[src/rtl/csd_scan_ctrl_if.sv]
// Handshake and strobe bundle between the CSD scan sequencer and its
// digit-position datapath / host.
interface csd_scan_ctrl_if;
   logic       go;
   logic       hostWe;
   logic       Zi;
   logic       Zcsd;
   logic       Zcnt;
   logic       start;
   logic       weCsd;
   logic       reCsd;
   logic       weK;
   logic       reK;
   logic       Load;
   logic       enable;
   logic       loadCnt;
   logic       enCnt;
   logic       busy;
   logic       done;
   logic [2:0] found;

   modport master (
      input  go, hostWe, Zi, Zcsd, Zcnt,
      output start, weCsd, reCsd, weK, reK, Load, enable,
             loadCnt, enCnt, busy, done, found
   );

   modport slave (
      output go, hostWe, Zi, Zcsd, Zcnt,
      input  start, weCsd, reCsd, weK, reK, Load, enable,
             loadCnt, enCnt, busy, done, found
   );
endinterface

[src/rtl/csd_scan_ctrl.sv]
// Sequencer that scans the 16-entry CSD memory for 8'h01 digits, logs up to
// four hit addresses into K memory, then replays K slots 0..3 into regK0..3.
module csd_scan_ctrl (
   input  logic            clk,
   input  logic            reset,
   csd_scan_ctrl_if.master bus
);

   typedef enum logic [3:0] {
      IDLE = 4'd0,
      INIT = 4'd1,
      RD   = 4'd2,
      CHK  = 4'd3,
      WRK  = 4'd4,
      ADV  = 4'd5,
      KCLR = 4'd6,
      KRD  = 4'd7,
      DONE = 4'd8
   } scanState_t;

   scanState_t state_r;
   scanState_t nextState_s;
   logic [2:0] hitCnt_r;
   logic [2:0] hitNext_s;
   logic [2:0] found_r;
   logic [2:0] foundD_s;
   logic       start_r,   startD_s;
   logic       weCsd_r,   weCsdD_s;
   logic       reCsd_r,   reCsdD_s;
   logic       weK_r,     weKD_s;
   logic       reK_r,     reKD_s;
   logic       load_r,    loadD_s;
   logic       loadCnt_r, loadCntD_s;
   logic       busy_r,    busyD_s;
   logic       done_r,    doneD_s;
   logic       enCnt_s;
   logic       enable_s;

   // Next-state selection and hit counter update
   always_comb begin
      nextState_s = state_r;
      hitNext_s   = hitCnt_r;
      case (state_r)
         IDLE: begin
            if (bus.go) begin
               nextState_s = INIT;
            end else begin
               nextState_s = IDLE;
            end
         end
         INIT: begin
            hitNext_s   = 3'd0;
            nextState_s = RD;
         end
         RD: begin
            nextState_s = CHK;
         end
         CHK: begin
            if (bus.Zcsd) begin
               nextState_s = WRK;
               // Saturate defensively; the WRK exit on Zcnt already caps it at 4
               if (hitCnt_r < 3'd4) begin
                  hitNext_s = hitCnt_r + 3'd1;
               end else begin
                  hitNext_s = hitCnt_r;
               end
            end else begin
               nextState_s = ADV;
            end
         end
         WRK: begin
            if (bus.Zcnt) begin
               nextState_s = KCLR;
            end else begin
               nextState_s = ADV;
            end
         end
         ADV: begin
            if (bus.Zi) begin
               nextState_s = RD;
            end else begin
               nextState_s = KCLR;
            end
         end
         KCLR: begin
            nextState_s = KRD;
         end
         KRD: begin
            if (bus.Zcnt) begin
               nextState_s = DONE;
            end else begin
               nextState_s = KRD;
            end
         end
         DONE: begin
            nextState_s = IDLE;
         end
         default: begin
            nextState_s = IDLE;
            hitNext_s   = 3'd0;
         end
      endcase
   end

   // Moore output values for the state being entered, registered below
   always_comb begin
      startD_s   = 1'b0;
      weCsdD_s   = 1'b0;
      reCsdD_s   = 1'b0;
      weKD_s     = 1'b0;
      reKD_s     = 1'b0;
      loadD_s    = 1'b0;
      loadCntD_s = 1'b0;
      doneD_s    = 1'b0;
      busyD_s    = 1'b1;
      case (nextState_s)
         IDLE: begin
            busyD_s  = 1'b0;
            weCsdD_s = bus.hostWe;
         end
         INIT: begin
            loadD_s    = 1'b1;
            loadCntD_s = 1'b1;
         end
         RD: begin
            startD_s = 1'b1;
            reCsdD_s = 1'b1;
         end
         CHK: begin
            startD_s = 1'b1;
         end
         WRK: begin
            startD_s = 1'b1;
            weKD_s   = 1'b1;
         end
         ADV: begin
            startD_s = 1'b1;
         end
         KCLR: begin
            loadCntD_s = 1'b1;
            reKD_s     = 1'b1;
         end
         KRD: begin
            reKD_s = 1'b1;
         end
         DONE: begin
            doneD_s = 1'b1;
         end
         default: begin
            busyD_s = 1'b0;
         end
      endcase
      if (nextState_s == KCLR) begin
         foundD_s = hitNext_s;
      end else begin
         foundD_s = found_r;
      end
   end

   // Counter strobes that must follow this cycle's datapath flags
   always_comb begin
      enCnt_s  = 1'b0;
      enable_s = 1'b0;
      case (state_r)
         CHK:     enCnt_s  = bus.Zcsd;
         ADV:     enable_s = bus.Zi;
         KRD:     enCnt_s  = ~bus.Zcnt;
         default: begin
            enCnt_s  = 1'b0;
            enable_s = 1'b0;
         end
      endcase
   end

   // State, hit counter and registered outputs with synchronous active-low reset
   always_ff @(posedge clk) begin
      if (!reset) begin
         state_r   <= IDLE;
         hitCnt_r  <= 3'd0;
         found_r   <= 3'd0;
         start_r   <= 1'b0;
         weCsd_r   <= 1'b0;
         reCsd_r   <= 1'b0;
         weK_r     <= 1'b0;
         reK_r     <= 1'b0;
         load_r    <= 1'b0;
         loadCnt_r <= 1'b0;
         busy_r    <= 1'b0;
         done_r    <= 1'b0;
      end else begin
         state_r   <= nextState_s;
         hitCnt_r  <= hitNext_s;
         found_r   <= foundD_s;
         start_r   <= startD_s;
         weCsd_r   <= weCsdD_s;
         reCsd_r   <= reCsdD_s;
         weK_r     <= weKD_s;
         reK_r     <= reKD_s;
         load_r    <= loadD_s;
         loadCnt_r <= loadCntD_s;
         busy_r    <= busyD_s;
         done_r    <= doneD_s;
      end
   end

   assign bus.start   = start_r;
   assign bus.weCsd   = weCsd_r;
   assign bus.reCsd   = reCsd_r;
   assign bus.weK     = weK_r;
   assign bus.reK     = reK_r;
   assign bus.Load    = load_r;
   assign bus.loadCnt = loadCnt_r;
   assign bus.busy    = busy_r;
   assign bus.done    = done_r;
   assign bus.found   = found_r;
   assign bus.enCnt   = enCnt_s;
   assign bus.enable  = enable_s;

endmodule

[src/flat_wrapper.sv]
// flat-port wrapper written by rule: the top's interface ports become plain ports
module csd_scan_ctrl_flat 
  (clk, reset, bus_go, bus_hostWe, bus_Zi, bus_Zcsd, bus_Zcnt, bus_start, bus_weCsd, bus_reCsd, bus_weK, bus_reK, bus_Load, bus_enable, bus_loadCnt, bus_enCnt, bus_busy, bus_done, bus_found);
  csd_scan_ctrl_if bus_i ();
  input  logic clk;
  input  logic reset;
  input wire logic [$bits(bus_i.go)-1:0] bus_go;
  input wire logic [$bits(bus_i.hostWe)-1:0] bus_hostWe;
  input wire logic [$bits(bus_i.Zi)-1:0] bus_Zi;
  input wire logic [$bits(bus_i.Zcsd)-1:0] bus_Zcsd;
  input wire logic [$bits(bus_i.Zcnt)-1:0] bus_Zcnt;
  output wire logic [$bits(bus_i.start)-1:0] bus_start;
  output wire logic [$bits(bus_i.weCsd)-1:0] bus_weCsd;
  output wire logic [$bits(bus_i.reCsd)-1:0] bus_reCsd;
  output wire logic [$bits(bus_i.weK)-1:0] bus_weK;
  output wire logic [$bits(bus_i.reK)-1:0] bus_reK;
  output wire logic [$bits(bus_i.Load)-1:0] bus_Load;
  output wire logic [$bits(bus_i.enable)-1:0] bus_enable;
  output wire logic [$bits(bus_i.loadCnt)-1:0] bus_loadCnt;
  output wire logic [$bits(bus_i.enCnt)-1:0] bus_enCnt;
  output wire logic [$bits(bus_i.busy)-1:0] bus_busy;
  output wire logic [$bits(bus_i.done)-1:0] bus_done;
  output wire logic [$bits(bus_i.found)-1:0] bus_found;
  assign bus_i.go = bus_go;
  assign bus_i.hostWe = bus_hostWe;
  assign bus_i.Zi = bus_Zi;
  assign bus_i.Zcsd = bus_Zcsd;
  assign bus_i.Zcnt = bus_Zcnt;
  assign bus_start = bus_i.start;
  assign bus_weCsd = bus_i.weCsd;
  assign bus_reCsd = bus_i.reCsd;
  assign bus_weK = bus_i.weK;
  assign bus_reK = bus_i.reK;
  assign bus_Load = bus_i.Load;
  assign bus_enable = bus_i.enable;
  assign bus_loadCnt = bus_i.loadCnt;
  assign bus_enCnt = bus_i.enCnt;
  assign bus_busy = bus_i.busy;
  assign bus_done = bus_i.done;
  assign bus_found = bus_i.found;
  csd_scan_ctrl u_core (.clk(clk), .reset(reset), .bus(bus_i));
endmodule
[config.mk]
export PLATFORM = sky130hd
export DESIGN_NAME = csd_scan_ctrl_flat
export DESIGN_NICKNAME = d
export VERILOG_FILES = /design/src/rtl/csd_scan_ctrl_if.sv /design/src/rtl/csd_scan_ctrl.sv /design/src/flat_wrapper.sv
export SDC_FILE = /design/constraint.sdc
export NUM_CORES = 1
export LEC_CHECK = 0
export ABC_AREA = 1
export BUFFER_PORTS_ARGS = -buffer_cell sky130_fd_sc_hd__buf_2
export CORE_ASPECT_RATIO = 0.6
export CORE_UTILIZATION = 43
export CTS_CLUSTER_DIAMETER = 50
export CTS_CLUSTER_SIZE = 40
export DETAILED_ROUTE_END_ITERATION = 12
export PLACE_DENSITY = 0.76
export SETUP_SLACK_MARGIN = 0.5
export SYNTH_ARGS = -nofsm -noshare
export SYNTH_HDL_FRONTEND = slang
export SYNTH_SLANG_ARGS = --single-unit
[constraint.sdc]
create_clock -name clk -period 1.4 [get_ports clk]
set_input_delay 0 -clock clk [delete_from_list [all_inputs] [get_ports clk]]
set_output_delay 0 -clock clk [all_outputs]
set_load 0.1 [all_outputs]
==> impl_metrics.yaml, run 1 <==
place:
  dp_slack_ns: 0.00287
  place_inst: 183
  gp_congestion: 0.896
  hpwl_um: 1670
  io_buffers: 20
  dpl_cell_area_um2: 1200
sta:
  whs_ns: 0.00174
  relSlewSlack_pct: 63.2
  final-hold-violation-count: 0
  finalSetupViolCount: 0
  fin_crit_ns: 1.38
  worst_pin_slew_ns: 0.552
  fin_ws_ns: 0.0202
  finalCritPeriodShare_pct: 98.6
  finClkSkew_ns: 0.00249
  rsz0062_at_grt: "yes"
  fmax_ghz: 0.725
  drv_slew: 0
die:
  fp.dieH_um: 39.0
  fp.coreArea_um2: 2000
  die_w_um: 63.7
  die_area_um2: 2490
  core.rowCount: 12
  io-pin-count: 21
  initial_core_util_pct: 49.2
cts:
  cts_buffer_depth: 2
  root_buffer: "clkbuf_8"
  numCtsBuffers: 3
  clock_latency_ns: 0.25
  cts_tree: "built"
  clock-sinks: 19
  path_clk_slew_ns: 0.07
  htree_levels: 1
routing:
  ant_nets: 0
  vias_per_cell: 4.95
  wl_um: 2470
  wire_per_inst_um: 12.4
  drc: 0
  drtIter0Drc: 30
  dr.pass1.iters: 4
  vias: 985
final_layout:
  area_growth_pct: 53.2
  fill_cells: 135
  antennaDiodeCount: 0
  layout_commonest_cell: "nand2_1"
  final_cell_mix: "24 x nand2_1, 21 x buf_4, 17 x nor2_1, 14 x inv_1, 12 x dfxtp_2"
  nNetsFinal: 180
  final_layout_size_suffix_gt1_share_pct: 59.1
  regArea_um2: 410
  multi_input_area_um2: 657
  instances_no_fill: 199
  fin_area_um2: 1510
worst_setup_path:
  startpoint_type: "flip-flop"
  critical-path-top-delay-family: "simple AND/OR/NAND/NOR gates"
  critPathRequiredTime_ns: 1.55
  crit_chain: "inv_4, nor2_4, nand3_4, nand2_2, nor2_4, nand3_4, nand2_1, nand2_1, nor2_2"
  worst_ep_arrival_time_ns: 1.53
  cp_max_fo: 6
  path_buf_inv: 1
  crit_start: "u_core.state_r[2]"
  slowest_stage: "dfxtp_4"
  endpoint_kind: "flip-flop"
  cpPeakStageDelay_ns: 0.38
  criticalPathCategory: "flip-flop to flip-flop"
  rr_startpoint: "u_core.state_r[2]"
power:
  switching_share_pct: 43.1
  totalPowerFinal_w: 0.00184
  combPwrFrac_pct: 44.3
  pwr_density_cell_nw_per_um2: 1220
  p_int_w: 0.00105
  p_sw_w: 0.000793
  power_leakage_nw: 0.738
  pwr-share-clk_pct: 20.4
  peakVddDrop_uv: 923
  p_seq_share_pct: 35.3
global_route:
  grt_pass1_wl_um: 3800
  grtUsageTotal_pct: 20.8
  grt_pass1_vias: 853
  grt_max_degree: 16
  gr-total-overflow: 0
  antenna_found_initial: 0
synthesis:
  synth_cells: 136
  syn_area_per_cell_um2: 7.23
  synth-seq-cells: 19
  syn_nets: 144
  syn_area_um2: 983
  synth_warnings: 0
  ys_seq_area_share_pct: 38.7
  synth.distinct_cells: 22
status:
  status: "completed"
min_path:
  hold_start: "reset"
  holdCritPathClass: "input port to flip-flop"
run:
  max_cap_violations: 0
-- cell families (layout without fill, tap and decap cells) --
family	count (synthesis)	after routing	share of synthesized area (%)
DFF	19	19	38.7
buffers and inverters	23	58	9.54
and+or+nand+nor	81	81	43.1
xor gates and xnor gates	1	1	0.891
adders and majority gates	1	1	1.27
AOI/OAI and AO/OA	11	11	6.49
-- worst register-to-register path, stage by stage (launching register included) --
cell and delay, ns:
dfxtp_4 0.38, inv_4 0.05, nor2_4 0.21, nand3_4 0.17, nand2_2 0.11, nor2_4 0.04, nand3_4 0.12, nand2_1 0.08
nand2_1 0.08, nor2_2 0.03
-- what timing repair did --
| action | CTS | global route |
|---|---|---|
| pin swaps | 10 | 8 |
| endpoints found under the setup margin | 33 | 21 |
| hold buffers | 1 | 0 |
| cloned | 0 | 0 |
| setup buffers | 7 | 4 |
| endpoints found under the hold margin | 1 | 0 |
| resized for setup | 40 | 12 |
-- power groups by stage --
| stage | Combinational, W | Sequential, W | Clock [W] |
|---|---|---|---|
| 4_1_cts | 0.000740 | 0.000643 | 0.000384 |
| 3_3_place_gp | 0.000652 | 0.000644 | 0 |
| 5_1_grt | 0.000863 | 0.000655 | 0.000401 |
| 2_1_floorplan | 0.000317 | 0.000887 | 0 |
| 3_5_place_dp | 0.000658 | 0.000646 | 0 |
| 6_report | 0.000814 | 0.000649 | 0.000376 |
-- Yosys cell counts --
master	n	area, µm²
nand3_4	3	52.6
inv_1	18	67.6
nor3_1	3	15.0
inv_2	3	11.3
ha_1	1	12.5
nand2_2	2	12.5
nand3_1	6	30.0
xor2_1	1	8.76
o21ai_0	4	20.0
nor2_4	5	56.3
nor4_1	1	6.26
a21oi_1	4	20.0
dfxtp_1	19	380
nor2_2	4	25.0
a21oi_2	1	8.76
o211ai_1	1	7.51
a21o_1	1	7.51
buf_6	1	11.3
buf_1	1	3.75
nor2_1	22	82.6
nand2_1	33	124
nand3_2	2	20.0
-- path summary, 6_finish.rpt --
path	end	slack [ns]	cells after the start
setup / recovery	u_core.bus.found[1]	0.02	9
hold / removal	u_core.bus.weCsd	0.002	3
setup reg to reg	u_core.bus.found[1]	0.02	9
hold reg to reg	u_core.bus.found[2]	0.51	4
-- area by class of cell --
cell class,count,share of cell area [%]
clock buffer,3,2.74
sequential,19,27.2
multi-input combinational,94,43.6
clock inverter,1,0.332
tap,28,2.33
timing repair buffer,33,18.0
inverter,21,5.73
-- metrics by stage --
| stage | TNS [ns] | utilization, % |
|---|---|---|
| 4_1_cts | 0 | 71.4 |
| 5_1_grt | -0.148 | 75.4 |
| 3_3_place_gp | 0 | 60.0 |
| 3_5_place_dp | 0 | 60.0 |
| 6_report | 0 | 75.4 |
| 2_1_floorplan | -0.113 | - |
-- sequential cells by signal, indices dropped and copies added (netlist names) --
register,cells
u_core.state_r,4
u_core.bus.found,3
u_core.hitCnt_r,3
u_core.bus.Load,1
u_core.bus.busy,1
u_core.bus.done,1
u_core.bus.loadCnt,1
u_core.bus.reCsd,1
u_core.bus.reK,1
u_core.bus.start,1
u_core.bus.weCsd,1
u_core.bus.weK,1
-- metal layers --
metal	global-route usage, %	wire length [µm]	share of wire (%)	vias to the layer above
li1	-	-	-	492
met1	26.2	1060	43	462
met2	37.5	1230	50	29
met3	5.59	176	7.1	2
met4	1.70	4	0.16	0
met5	0	0	0	-
Note: power is estimated with default switching activity, not from simulation.
==> inputs of run 2 (changes only) <==
--- a/config.mk
+++ b/config.mk
@@ -5,15 +5,15 @@
 export SDC_FILE = /design/constraint.sdc
 export NUM_CORES = 1
 export LEC_CHECK = 0
-export ABC_AREA = 1
 export BUFFER_PORTS_ARGS = -buffer_cell sky130_fd_sc_hd__buf_2
-export CORE_ASPECT_RATIO = 0.6
+export CAP_MARGIN = 20
 export CORE_UTILIZATION = 43
 export CTS_CLUSTER_DIAMETER = 50
 export CTS_CLUSTER_SIZE = 40
 export DETAILED_ROUTE_END_ITERATION = 12
-export PLACE_DENSITY = 0.76
+export PLACE_DENSITY = 0.77
 export SETUP_SLACK_MARGIN = 0.5
+export SLEW_MARGIN = 10
 export SYNTH_ARGS = -nofsm -noshare
 export SYNTH_HDL_FRONTEND = slang
 export SYNTH_SLANG_ARGS = --single-unit
==> run 2 against run 1 <==
The run now ends with negative setup slack left. Die area is 8.3% lower. First-iteration DRC count up 13%. Synthesized cell count fell by 27%. Cell area decreased by 4.9%. Core utilization is 2.4 points lower. Sequential power up 3.5%. Count of clock-buffer cells in the layout stayed put. Setup slack worse by 0.063 ns. Clock power down 24%. Global-route usage grew 1.9 points. Critical path depth decreased by 4. Combinational power grew 20%. Critical endpoint is now u_core.bus.busy. Highest routed layer unchanged.
==> impl_metrics.yaml, run 2 <==
die:
  fp.coreArea_um2: 1960
  initial_core_util_pct: 45.9
  fp.dieH_um: 47.8
  io-pin-count: 21
  core.rowCount: 16
  die_w_um: 47.8
  die_area_um2: 2280
final_layout:
  fill_cells: 142
  final_layout_size_suffix_gt1_share_pct: 62.0
  nNetsFinal: 146
  area_growth_pct: 59.0
  antennaDiodeCount: 0
  regMostFlops: "u_core.state_r"
  largest_reg_flops: 4
  final_cell_mix: "15 x buf_4, 14 x buf_6, 13 x dfxtp_2, 6 x nand2_1, 6 x buf_2"
  fin_area_um2: 1430
  instances_no_fill: 164
  layout_commonest_cell: "buf_4"
synthesis:
  synth_top_area_cell: "dfxtp_1"
  yosysTopAreaCellShare_pct: 42.2
  synth_area_leaders: "dfxtp_1 42%, o21ai_0 4.4%, nor2b_1 4.2%, nor2_1 3.8%, a21oi_1 3.3%"
  synth_ff_type: "dfxtp_1"
  synth.distinct_cells: 37
  synth-seq-cells: 19
  synth_cells: 99
  yosysMostFrequentCell: "dfxtp_1"
  syn_area_um2: 901
  synth_edf_count: 0
  synth_warnings: 0
  syn_area_per_cell_um2: 9.10
  ys_seq_area_share_pct: 42.2
  syn_nets: 107
  yosys-top-cells-count: "19 x dfxtp_1, 9 x nor2_1, 8 x o21ai_0"
  synthArstFlopShare_pct: 0
sta:
  finalSetupViolCount: 3
  final-hold-violation-count: 0
  tns_ns: -0.0915
  rsz0062_at_grt: "yes"
  finalCritPeriodShare_pct: 103
  fin_ws_ns: -0.0431
  fmax_ghz: 0.693
  relSlewSlack_pct: 78.4
  finClkSkew_ns: 0.00341
  drv_slew: 0
  fin_crit_ns: 1.44
  worst_pin_slew_ns: 0.325
cts:
  clock_latency_ns: 0.30
  root_buffer: "clkbuf_4"
  cts_buffer_depth: 2
  htree_levels: 1
  path_clk_slew_ns: 0.11
  numCtsBuffers: 3
  clock-sinks: 19
  cts_tree: "built"
worst_setup_path:
  critical-path-top-delay-family: "compound AO/OA/AOI/OAI gates"
  cp_max_fo: 6
  slowest_stage: "dfxtp_4"
  critPathRequiredTime_ns: 1.60
  endpoint_kind: "flip-flop"
  cpPeakStageDelay_ns: 0.39
  reg2reg_to: "u_core.bus.busy"
  reg2reg_slack_ns: -0.04
  startpoint_type: "flip-flop"
  worst_ep_arrival_time_ns: 1.64
  path_buf_inv: 1
  criticalPathCategory: "flip-flop to flip-flop"
  r2r_cells: 5
  crit_chain: "buf_6, xor2_1, a21oi_2, nor2_1, o31a_1"
  rr_startpoint: "u_core.state_r[1]"
status:
  violations: "negative setup slack"
  status: "finished, violations left"
place:
  gp_congestion: 0.783
  dpl_cell_area_um2: 1120
  place_inst: 144
  hpwl_um: 1400
  io_buffers: 20
global_route:
  grtUsageTotal_pct: 22.7
  grt_pass1_wl_um: 3550
  gr-total-overflow: 0
  grt_pass1_vias: 771
  grt_max_degree: 14
  antenna_found_initial: 0
min_path:
  hold_start: "bus_Zcsd"
  hold_path_depth: 3
  holdCritPathClass: "input port to flip-flop"
  hold_path_end: "u_core.hitCnt_r[2]"
power:
  peakVddDrop_uv: 875
  power_leakage_nw: 0.582
  pwr_density_cell_nw_per_um2: 1350
routing:
  dr.pass1.iters: 4
  wire_per_inst_um: 15.8
  vias: 933
  ant_nets: 0
  drc: 0
  drtIter0Drc: 34
  wl_um: 2590
  vias_per_cell: 5.69
run:
  max_cap_violations: 0
-- run 2: cell count changes after synthesis, sizes merged, moves of 5 or more --
| cell | change |
|---|---|
| nand2 | -29 |
| nor2 | -22 |
| inv | -17 |
| nand3 | -10 |
| nor2b | +6 |
| o21ai | +5 |
-- run 2: layer usage --
layer	part of all wire (%)	up-vias	global-route usage [%]
li1	-	432	-
met1	40	436	29.8
met2	50	57	35.4
met3	6.8	8	4.91
met4	3.4	0	10.6
met5	0	-	0
-- run 2: how the worst max path moves through the flow --
stage                                    end              start  cells past startpoint
after floorplan                    bus_enCnt  u_core.state_r[1]                      4
after global placement    u_core.bus.loadCnt  u_core.state_r[1]                      3
after detailed placement  u_core.bus.loadCnt  u_core.state_r[1]                      3
after CTS                          bus_enCnt  u_core.state_r[1]                      5
after global routing        u_core.bus.reCsd  u_core.state_r[1]                      5
final                        u_core.bus.busy  u_core.state_r[1]                      5
-- run 2: timing repair --
item | CTS | global route
endpoints found under the hold margin | 1 | 0
endpoints found under the setup margin | 33 | 23
pin swaps | 3 | 9
setup buffers | 10 | 5
resized for setup | 34 | 16
hold buffers | 1 | 0
-- run 2: area by class of cell --
class                   count  area, µm²  area share (%)
clock inverters             1       5.00           0.349
repair buffers             40        380            26.6
well taps                  27       33.8            2.36
flip-flops and latches     19        408            28.5
inverters                   4       17.5            1.22
multi-input cells          70        566            39.5
clock buffers               3       22.5            1.57
-- run 2: tightest hold or removal path, stage by stage --
cell	delay [ns]
buf_2	0.13
nand2b_4	0.09
o31ai_1	0.07
-- run 2: power breakdown --
part / internal (W) / switching (W) / total (W)
Clock: 0.000107 / 0.000177 / 0.000284
Combinational: 0.000378 / 0.000601 / 0.000979
Sequential: 0.000610 / 0.0000621 / 0.000672
-- run 2: logic make-up after synthesis --
group | Yosys count | share of synthesized area, %
multiplexers | 2 | 2.22
AND/OR/NAND/NOR | 38 | 23.7
adder cells (fa/ha/maj) | 1 | 1.39
flip-flops | 19 | 42.2
AO/OA/AOI/OAI | 27 | 22.6
buffers and inverters | 10 | 5.83
XOR/XNOR | 2 | 1.94
-- run 2: metrics by stage --
stage                     total power, W  setup slack [ns]  hold slack [ns]  util, %
after floorplan                  0.00127             0.176            0.149        -
after global placement           0.00135            0.0535            0.272     57.1
after detailed placement         0.00136           0.00415            0.275     57.1
after CTS                        0.00179            0.0283           0.0286     68.5
after global routing             0.00201           -0.0844           0.0326     73.0
final                            0.00193           -0.0431           0.0357     73.0
==> inputs of run 3 (changes only) <==
--- a/config.mk
+++ b/config.mk
@@ -7,11 +7,14 @@
 export LEC_CHECK = 0
 export BUFFER_PORTS_ARGS = -buffer_cell sky130_fd_sc_hd__buf_2
 export CAP_MARGIN = 20
-export CORE_UTILIZATION = 43
+export CELL_PAD_IN_SITES_DETAIL_PLACEMENT = 1
+export CELL_PAD_IN_SITES_GLOBAL_PLACEMENT = 2
+export CORE_ASPECT_RATIO = 0.6
+export CORE_UTILIZATION = 30
 export CTS_CLUSTER_DIAMETER = 50
 export CTS_CLUSTER_SIZE = 40
 export DETAILED_ROUTE_END_ITERATION = 12
-export PLACE_DENSITY = 0.77
+export PLACE_DENSITY = 0.86
 export SETUP_SLACK_MARGIN = 0.5
 export SLEW_MARGIN = 10
 export SYNTH_ARGS = -nofsm -noshare
==> constraint.sdc (replaced) <==
create_clock -name clk -period 1.6 [get_ports clk]
set_input_delay 0 -clock clk [delete_from_list [all_inputs] [get_ports clk]]
set_output_delay 0 -clock clk [all_outputs]
set_load 0.1 [all_outputs]
==> run 3 against run 2 <==
The run now ends clean. Global-route usage down 2.8 points. Non-clock buffer count down 3. Setup slack better by 0.22 ns. Fmax up 1.7%. Via count down 1.6%. Core utilization down 21 points. Cell area down 3.0%. Critical path type unchanged.
==> impl_metrics.yaml, run 3 (synthesized netlist as in run 2, its figures left out) <==
status:
  status: "completed"
worst_setup_path:
  path_buf_inv: 3
  critPathRequiredTime_ns: 1.79
  cpPeakStageDelay_ns: 0.37
  worst_ep_arrival_time_ns: 1.61
  cpMostUsedCell: "buf_6"
  cp_max_fo: 7
  slowest_stage: "dfxtp_4"
  endpoint_kind: "flip-flop"
  criticalPathCategory: "flip-flop to flip-flop"
  startpoint_type: "flip-flop"
  crit_chain: "buf_6, buf_6, a2111oi_4, buf_4, nor3b_4"
  critical-path-top-delay-family: "buffers and inverters"
die:
  io-pin-count: 21
  initial_core_util_pct: 33.8
  fp.coreArea_um2: 2660
  die_area_um2: 3230
  core.rowCount: 14
  fp.dieH_um: 44.4
  die_w_um: 72.7
global_route:
  use_met3_pct: 5.47
  grt_max_degree: 14
  gr-total-overflow: 0
  antenna_found_initial: 0
  met1_usage_pct: 27.4
  grtUsageTotal_pct: 19.9
  met2_usage_pct: 31.0
  grt_pass1_vias: 832
  grt.busiest_layer: "met2"
  grt_pass1_wl_um: 4600
final_layout:
  area_growth_pct: 54.3
  largest_reg_flops: 4
  nNetsFinal: 143
  final_layout_size_suffix_gt1_share_pct: 54.5
  final_cell_mix: "18 x buf_2, 12 x dfxtp_1, 9 x buf_4, 7 x buf_6"
  antennaDiodeCount: 0
  regMostFlops: "u_core.state_r"
  layout_commonest_cell: "buf_2"
cts:
  root_buffer: "clkbuf_8"
  numCtsBuffers: 3
  clock_latency_ns: 0.27
  cts_buffer_depth: 2
  cts_tree: "built"
  htree_levels: 1
  path_clk_slew_ns: 0.08
  clock-sinks: 19
routing:
  drtIter0Drc: 70
  vias: 918
  dr.pass1.iters: 5
  wire_per_inst_um: 19.0
  ant_nets: 0
  vias_per_cell: 5.28
  drc: 0
  wl_um: 3310
sta:
  fin_crit_ns: 1.42
  final-hold-violation-count: 0
  finClkSkew_ns: 0.00375
  whs_ns: 0.0939
  worst_pin_slew_ns: 0.493
  fmax_ghz: 0.705
  relSlewSlack_pct: 67.3
  drv_slew: 0
  finalSetupViolCount: 0
  tns_ns: 0
  finalCritPeriodShare_pct: 88.7
  rsz0062_at_grt: "yes"
power:
  peakVddDrop_uv: 566
  pwr_density_cell_nw_per_um2: 1280
  power_leakage_nw: 0.560
place:
  io_buffers: 20
  hpwl_um: 1770
  gp_congestion: 0.796
min_path:
  holdCritPathClass: "input port to flip-flop"
run:
  max_cap_violations: 0
==> run 3: cell count changes in the layout (fill, tap and decap cells not counted), moves of 3 or more <==
cell / previous run / this run
dfxtp_2: 13 / 3
buf_2: 6 / 18
o21ai_0: 4 / 1
buf_4: 15 / 9
clkbuf_8: 0 / 3
clkbuf_4: 3 / 0
buf_6: 14 / 7
dfxtp_1: 3 / 12
==> run 3: per-layer routing <==
metal,part of all wire [%],up-vias
met5,0,-
met4,0.63,0
met3,6.3,4
met2,46,32
met1,47,461
li1,-,421
==> run 3: layout make-up <==
type / count / area, µm²
clock buffers: 4 / 45.0
fillers: 315 / 1270
inverters: 4 / 15.0
multi-input cells: 70 / 594
flip-flops and latches: 19 / 399
well taps: 40 / 50.0
repair buffers: 37 / 287
==> run 3: per-stage QoR <==
stage / setup WS, ns / total power, W / cells / area [µm²] / util [%]
3_5_place_dp: 0.0925 / 0.00117 / 155 / 1090 / 40.8
2_1_floorplan: 0.365 / 0.00108 / 99 / 942 / -
3_3_place_gp: 0.184 / 0.00116 / 155 / 1090 / 40.8
4_1_cts: 0.273 / 0.00161 / 170 / 1270 / 47.9
6_report: 0.181 / 0.00178 / 174 / 1390 / 52.2
5_1_grt: 0.141 / 0.00184 / 174 / 1390 / 52.2
==> run 3: where the power goes <==
part           switching [W]  total [W]  internal [W]
clock               0.000178   0.000357      0.000178
combinational       0.000560   0.000850      0.000290
sequential         0.0000475   0.000572      0.000525
total               0.000786    0.00178      0.000993
==> run 3: worst paths after layout <==
path,cells after the start,endpoint,from,slack [ns]
max,5,u_core.bus.Load,u_core.state_r[0],0.18
min,3,u_core.bus.found[0],reset,0.09
max reg2reg,5,u_core.bus.Load,u_core.state_r[0],0.18
min reg2reg,2,u_core.bus.found[2],u_core.bus.found[2],0.48
==> run 3: what timing repair did <==
item	in CTS	in global routing
setup buffers	10	4
resized for setup	21	25
hold buffers	1	0
gates cloned	0	0
pin swaps	9	10
hold endpoints to repair	1	0
endpoints found under the setup margin	21	21
==> run 3: worst register-to-register path: cells and delay by family (launching register included) <==
kind / cells / cell delay (ns)
compound gates: 1 / 0.31
buf+inv: 3 / 0.47
flops: 1 / 0.37
simple gates: 1 / 0.19
